File: src/rtl/instruction_decoder.sv
// ---------------------------------------------------------------------------
// instruction_decoder
//
// Decodes the 8-bit program-memory word for the current pc into sequencer
// flow-control strobes and datapath load enables / selects / ALU function.
// Decode is purely combinational (zero latency); the block owns two state
// bits: the zero flag behind dont_jmp and the loop-arm FSM behind NOPCF.
//
// Configuration macro: NOPCF_ONESHOT_EN
//   defined   : only the first 8'hBF after reset raises NOPCF; later ones
//               are no-ops while the FSM sits in ARMED.
//   undefined : every 8'hBF raises NOPCF (re-arming the loop window).
//
// Ports
//   clk        in   system clock, rising edge
//   reset_n    in   asynchronous active-low reset; forces every output to 0
//   pm_data    in   [7:0] instruction at current pc
//   alu_zero   in   ALU result-is-zero for the executing ALU instruction
//   jmp        out  unconditional jump strobe
//   jmp_nz     out  conditional jump strobe
//   jmp_addr   out  [3:0] jump target high nibble
//   dont_jmp   out  registered zero flag
//   NOPCF      out  loop-arm strobe
//   reg_en     out  [7:0] one-hot load enable (x0,x1,y0,y1,r,m,i,o_reg)
//   src_sel    out  [2:0] move source select
//   imm_sel    out  1 = immediate load
//   imm_data   out  [3:0] immediate value
//   alu_func   out  [3:0] ALU function code
//   loop_armed out  loop FSM state (1 = ARMED)
// ---------------------------------------------------------------------------
module instruction_decoder (
    input  logic       clk,
    input  logic       reset_n,
    input  logic [7:0] pm_data,
    input  logic       alu_zero,
    output logic       jmp,
    output logic       jmp_nz,
    output logic [3:0] jmp_addr,
    output logic       dont_jmp,
    output logic       NOPCF,
    output logic [7:0] reg_en,
    output logic [2:0] src_sel,
    output logic       imm_sel,
    output logic [3:0] imm_data,
    output logic [3:0] alu_func,
    output logic       loop_armed
);

    typedef enum logic {
        IDLE  = 1'b0,
        ARMED = 1'b1
    } loop_state_e;

    loop_state_e state_q, state_d;
    logic        z_q, z_d;
    logic        is_alu;
    logic        is_loop;

    // Instruction classes are picked off the leading-ones prefix. 8'hBF
    // sits inside the move space but is carved out as the loop-arm opcode.
    // Everything is gated by reset_n so outputs drop without a clock.
    always_comb begin
        jmp      = 1'b0;
        jmp_nz   = 1'b0;
        jmp_addr = 4'h0;
        reg_en   = 8'h00;
        src_sel  = 3'b000;
        imm_sel  = 1'b0;
        imm_data = 4'h0;
        alu_func = 4'h0;
        is_alu   = 1'b0;
        is_loop  = 1'b0;
        if (reset_n) begin
            if (!pm_data[7]) begin
                reg_en[pm_data[6:4]] = 1'b1;
                imm_sel              = 1'b1;
                imm_data             = pm_data[3:0];
            end else if (pm_data == 8'hBF) begin
                is_loop = 1'b1;
            end else if (!pm_data[6]) begin
                reg_en[pm_data[5:3]] = 1'b1;
                src_sel              = pm_data[2:0];
            end else if (!pm_data[5]) begin
                is_alu   = 1'b1;
                alu_func = pm_data[3:0];
                reg_en[pm_data[4] ? 3'd3 : 3'd0] = 1'b1;
            end else if (!pm_data[4]) begin
                jmp      = 1'b1;
                jmp_addr = pm_data[3:0];
            end else begin
                jmp_nz   = 1'b1;
                jmp_addr = pm_data[3:0];
            end
        end
    end

`ifdef NOPCF_ONESHOT_EN
    // Once armed, further loop-arm opcodes are silent no-ops.
    assign NOPCF = is_loop && (state_q == IDLE);
`else
    assign NOPCF = is_loop;
`endif

    // ARMED is absorbing; only reset leaves it.
    assign state_d = is_loop ? ARMED : state_q;
    // Flag samples alu_zero only on edges that retire an ALU op.
    assign z_d     = is_alu ? alu_zero : z_q;

    always_ff @(posedge clk or negedge reset_n) begin
        if (!reset_n) begin
            state_q <= IDLE;
            z_q     <= 1'b0;
        end else begin
            state_q <= state_d;
            z_q     <= z_d;
        end
    end

    assign dont_jmp   = z_q;
    assign loop_armed = (state_q == ARMED);

endmodule

File: config.mk
export PLATFORM = sky130hd
export DESIGN_NAME = instruction_decoder
export DESIGN_NICKNAME = d
export VERILOG_FILES = /design/src/rtl/instruction_decoder.sv
export SDC_FILE = /design/constraint.sdc
export NUM_CORES = 1
export LEC_CHECK = 0
export CAP_MARGIN = 20
export CORE_AREA = 2 2 39 41
export DETAILED_ROUTE_END_ITERATION = 8
export DIE_AREA = 0 0 41 43
export DONT_BUFFER_PORTS = 1
export GPL_ROUTABILITY_DRIVEN = 0
export PLACE_DENSITY = 0.54
export SKIP_LAST_GASP = 1
export SLEW_MARGIN = 20
export SYNTH_ARGS = -nofsm -noshare
export SYNTH_HDL_FRONTEND = slang
export SYNTH_SLANG_ARGS = --single-unit
File: constraint.sdc
create_clock -name clk -period 0.8 [get_ports clk]
set_input_delay 0.04 -clock clk [delete_from_list [all_inputs] [get_ports clk]]
set_output_delay 0.04 -clock clk [all_outputs]
set_load 0.01 [all_outputs]
== Word-level counts from Yosys, hierarchy flattened ==
Index checks and enable logic that the tools add are counted.

* Memory bits (read-only): 0
* Register bits: 2
* RAM bits: 0
* Memories: 0
* Latch bits: 0
* Bits of input ports: 11

* Equal/unequal tests: 1
* Multiplexer cells: 50
* Add/subtract/negate cells: 0
* Div/mod/pow operators: 0
* Reductions and logical operators: 3
* Bitwise gates (word level): 0
* Shift operators: 0
* Multiply operators: 0
* Magnitude comparators: 6

{| class="wikitable"
|+ Operator list
! kind !! number
|-
| $mux 4 || 12
|-
| $mux 8 || 5
|-
| $mux 1 || 25
|-
| $mux 3 || 4
|-
| $demux 1 s3 || 3
|-
| $eq 8x8->1 const B || 1
|-
| $lt 3x4->1 const B || 2
|-
| $ge 3x1->1 const B || 2
|-
| $lt 2x4->1 const B || 1
|-
| $logic_and 1x1->1 || 3
|-
| $ge 2x1->1 const B || 1
|-
| $mux 2 || 1
|}

== Longest topological paths before layout ==
* Depth in word-level cells: 10
* Mapped depth: 4
* Depth with buffers taken out: 3

== Least setup slack after synthesis ==
OpenSTA, ideal clock, no wires.

* Path type: register to register
* From: register, netlist name dont_jmp
* To: register z_q (netlist: dont_jmp)
* Required time: 0.672 ns
* Arrival: 0.674 ns
* Path slack: -0.002 ns
* Buffers on the path: 0
* Period minus slack after synthesis: 0.802 ns
* Library setup time: 0.128 ns
* Cell stages (with the launch flop): 2
* Cell sequence: dfrtp_1 > mux2_1

{| class="wikitable"
|+ RTL lines
! item !! RTL line !! source
|-
| end signal: assignment || 115 || <nowiki>z_q <= z_d;</nowiki>
|-
| end: declaration || 55 || <nowiki>logic z_q, z_d;</nowiki>
|}

== Worst setup path in the final report ==
* From: input port pm_data[1]
* To: output port src_sel[1]

* Word-level cells in the longest chain between the ends: 4
* Elaborated cells on any way between the ends: 5
* Those cells by class: eq/ne: 1; mux: 4

{| class="wikitable"
|+ Ends and longest elaborated chain
! item !! RTL line !! source
|-
| start: declaration || 34 || <nowiki>input logic [7:0] pm_data,</nowiki>
|-
| $eq 8x8->1 / $mux 3 (equally long branches) || 78, 80 ||
|-
| $mux 3 * || 78 || <nowiki>end else if (pm_data == 8'hBF) begin</nowiki>
|-
| $mux 3 * || 74 || <nowiki>if (!pm_data[7]) begin</nowiki>
|-
| $mux 3 * || 73 || <nowiki>if (reset_n) begin</nowiki>
|-
| end: declaration || 42 || <nowiki>output logic [2:0] src_sel,</nowiki>
|}

Every way passes the cells marked *; elsewhere a longest branch is shown, timed or not.

==> flow_summary_export.csv <==
group,metric,value,unit
yosys,ys_types,26,
sta,clock.fmax,1250,MHz
routing,drcViolationCount,0,
clock_network,cts_buffers,3,
job,maxCapViolations,0,
yosys,ys.warnings.count,0,
sta,setup_tns,-0.00173,ns
cells_and_area,nets,89,
clock_network,clkTransAtPathRegs,0.03,ns
routing,num_vias,513,
sta,relSlewSlack,0.741,
die,io_pins,40,
setup_path,cpPeakStageDelay,0.28,ns
routing,via_per_inst,5.58,
placed_design,dp_cells,85,
yosys,yosys.area.top_type,"dfrtp_1",
die,die_x,41,um
cells_and_area,antennaDiodeCount,0,
setup_path,timing.rr.start,"dont_jmp$_DFFE_PN0P_",
setup_path,worstSetupEndpointType,"output port",
yosys,syn_avg_cell_area,6.55,sq um
setup_path,r2r_end,"dont_jmp$_DFFE_PN0P_",
setup_path,worstPathArrival,0.76,ns
yosys,yosysTopAreaCellShare,0.112,
sta,setup_viol,1,
cells_and_area,drive_gt1_frac,0.329,
min_path,hold_class,"input port to asynchronous set/reset pin",
global_route,grt_pass1_vias,436,
setup_path,critPathMaxFanout,5,
power_and_ir_drop,power.density,961,nW/um^2
sta,worst_slack,-0.00173,ns
setup_path,critical_path_buf_inv_count,1,
setup_path,slowest_stage,"o21ai_2",
power_and_ir_drop,peakVddDrop,0.000768,V
yosys,syn_inst,68,
sta,rsz0062_at_grt,"true",
die,row_count,14,
setup_path,cp_num_cells,4,
routing,drt_iter0_markers,4,
yosys,ys_seq_area_frac,0.112,
run_status,violations,"negative setup slack",
clock_network,cts_tree,"built",
clock_network,htreeDepth,1,
yosys,netlist_top_cells_area,"dfrtp_1, nor2_1, and2_1",
cells_and_area,fin_cells,92,
setup_path,crit_path_start,"pm_data[1]",
setup_path,reg2regPathDepth,1,
routing,wl,1.36,mm
cells_and_area,seqCellArea,50.0,sq um
die,core_area,1380,sq um
global_route,grt_pass1_wl,1.96,mm
die,die-area,1760,sq um
power_and_ir_drop,leakagePower,0.240,nW
sta,drv_slew,0,
setup_path,r2r_slack,0.04,ns
sta,finalCritPeriodShare,1.00,
routing,drtAntennaViolNets,0,
clock_network,cts_root_buffer,"clkbuf_4",
clock_network,clock_latency,0.22,ns
setup_path,worst-setup-path-type,"input port to output port",
run_status,status,"complete, but fails checks",
global_route,overflow,0,
yosys,mappedNetlistArea,445,sq um
sta,clock_skew,0,ns
cells_and_area,areaGrowthSynthToFinish,29.8,%
setup_path,critPathTopFamily,"simple AND/OR/NAND/NOR gates",
global_route,grt_max_degree,16,
global_route,antenna_found_initial,0,
placed_design,port_buffers,0,
setup_path,crit_end,"src_sel[1]",
setup_path,cp.required,0.76,ns
global_route,grt_usage,0.154,
sta,tightest_slew,0.386,ns
sta,finalHoldViolations,0,
cells_and_area,multi_input_area,390,sq um
clock_network,clockBufferDepth,2,
routing,drt_pass1_iterations,4,
cells_and_area,nFillCells,152,
setup_path,start_kind,"input port",
yosys,synth_seq_cells,2,
yosys,synth_fp_nets,79,
sta,period_minus_slack,0.802,ns
die,fp.dieH,43,um
die,floorplan.initialDensity,0.322,
setup_path,worstPathCellList,"nand4_1 > o21ai_2 > nor3_2 > buf_4",
routing,post_drt_wl_per_cell,14.8,um
placed_design,dp.final_hpwl,960,um
clock_network,cts.sinks,2,
==> cell families after synthesis <==
| kind of cell | Yosys count | synth area share |
|---|---|---|
| and+or+nand+nor | 47 | 0.604 |
| buffers and inverters | 7 | 0.0814 |
| muxes | 1 | 0.0253 |
| DFF | 2 | 0.112 |
| AOI/OAI and AO/OA | 11 | 0.177 |
==> worst min-delay path by stage <==
stage	depth (start not counted)	endpoint	slack, ns	startpoint
global route	1	dont_jmp$_DFFE_PN0P_	0.07	reset_n
CTS	1	loop_armed$_DFFE_PN0P_	0.06	reset_n
floorplan	0	dont_jmp$_DFFE_PN0P_	-0.26	reset_n
finish	1	loop_armed$_DFFE_PN0P_	0.07	reset_n
global placement	0	loop_armed$_DFFE_PN0P_	-0.26	reset_n
detailed placement	0	loop_armed$_DFFE_PN0P_	-0.26	reset_n
==> layer usage <==
layer / part of all wire / track usage / vias to the layer above
li1: - / - / 258
met1: 0.40 / 0.219 / 235
met2: 0.53 / 0.231 / 18
met3: 0.064 / 0.0209 / 2
met5: 0 / 0 / -
met4: 0.0059 / 0.0467 / 0
==> where the power goes <==
part           switching [mW]  total, mW  internal, mW  leakage [nW]
Combinational          0.0950      0.209         0.114         0.200
Clock                  0.0502      0.215         0.165        0.0138
Sequential             0.0135      0.131         0.117        0.0256
==> area by class of cell <==
| cell class | count | area share |
|---|---|---|
| well taps | 16 | 0.0346 |
| repair buffers | 11 | 0.158 |
| multi-input cells | 59 | 0.675 |
| inverters | 1 | 0.00649 |
| clock buffers | 3 | 0.0390 |
| flip-flops and latches | 2 | 0.0866 |
==> synthesized netlist by cell type (all sizes together) <==
master  number
nor2        14
buf          6
and2         5
nand2        5
nand2b       5
nor3         5
o21ai        4
nand4        3
nand4b       3
and3         2
dfrtp        2
nor2b        2
o32a         2
a21o         1
inv          1
mux2         1
nand3        1
nand3b       1
nor3b        1
o21a         1
o22a         1
o22ai        1
o32ai        1
==> what timing repair did <==
action | in CTS | in global routing
hold buffers | 2 | 0
resized for setup | 0 | 9
endpoints found under the setup margin | 0 | 8
endpoints found under the hold margin | 4 | 0
buffers inserted | 0 | 2
==> state kept, by name, summed over array words and instances, names as in the netlist <==
register    count
dont_jmp        1
loop_armed      1
==> through the flow <==
step | utilization | power (mW) | hold slack (ns) | worst slack (ns) | instance area (sq um)
floorplan | - | 0.300 | -0.256 | 0.00367 | 449
global placement | 0.354 | 0.308 | -0.255 | 0.0207 | 489
detailed placement | 0.354 | 0.309 | -0.255 | 0.0171 | 489
CTS | 0.384 | 0.546 | 0.0632 | 0.0159 | 532
global route | 0.418 | 0.598 | 0.0733 | -0.0580 | 578
finish | 0.418 | 0.555 | 0.0692 | -0.00173 | 578
==> cell usage in the layout, fill, tap and decap left out, drive strengths merged, types with 2 or more instances in the layout <==
| master | count |
|---|---|
| nand4b | 3 |
| nor2 | 14 |
| clkbuf | 3 |
| nand2b | 5 |
| nor3 | 5 |
| buf | 9 |
| dlygate4sd3 | 2 |
| nand4 | 3 |
| nand2 | 5 |
| o32a | 2 |
| nor2b | 2 |
| and3 | 2 |
| dfrtp | 2 |
| o21ai | 4 |
| and2 | 5 |
No activity file was read; power rests on OpenSTA's default activity.
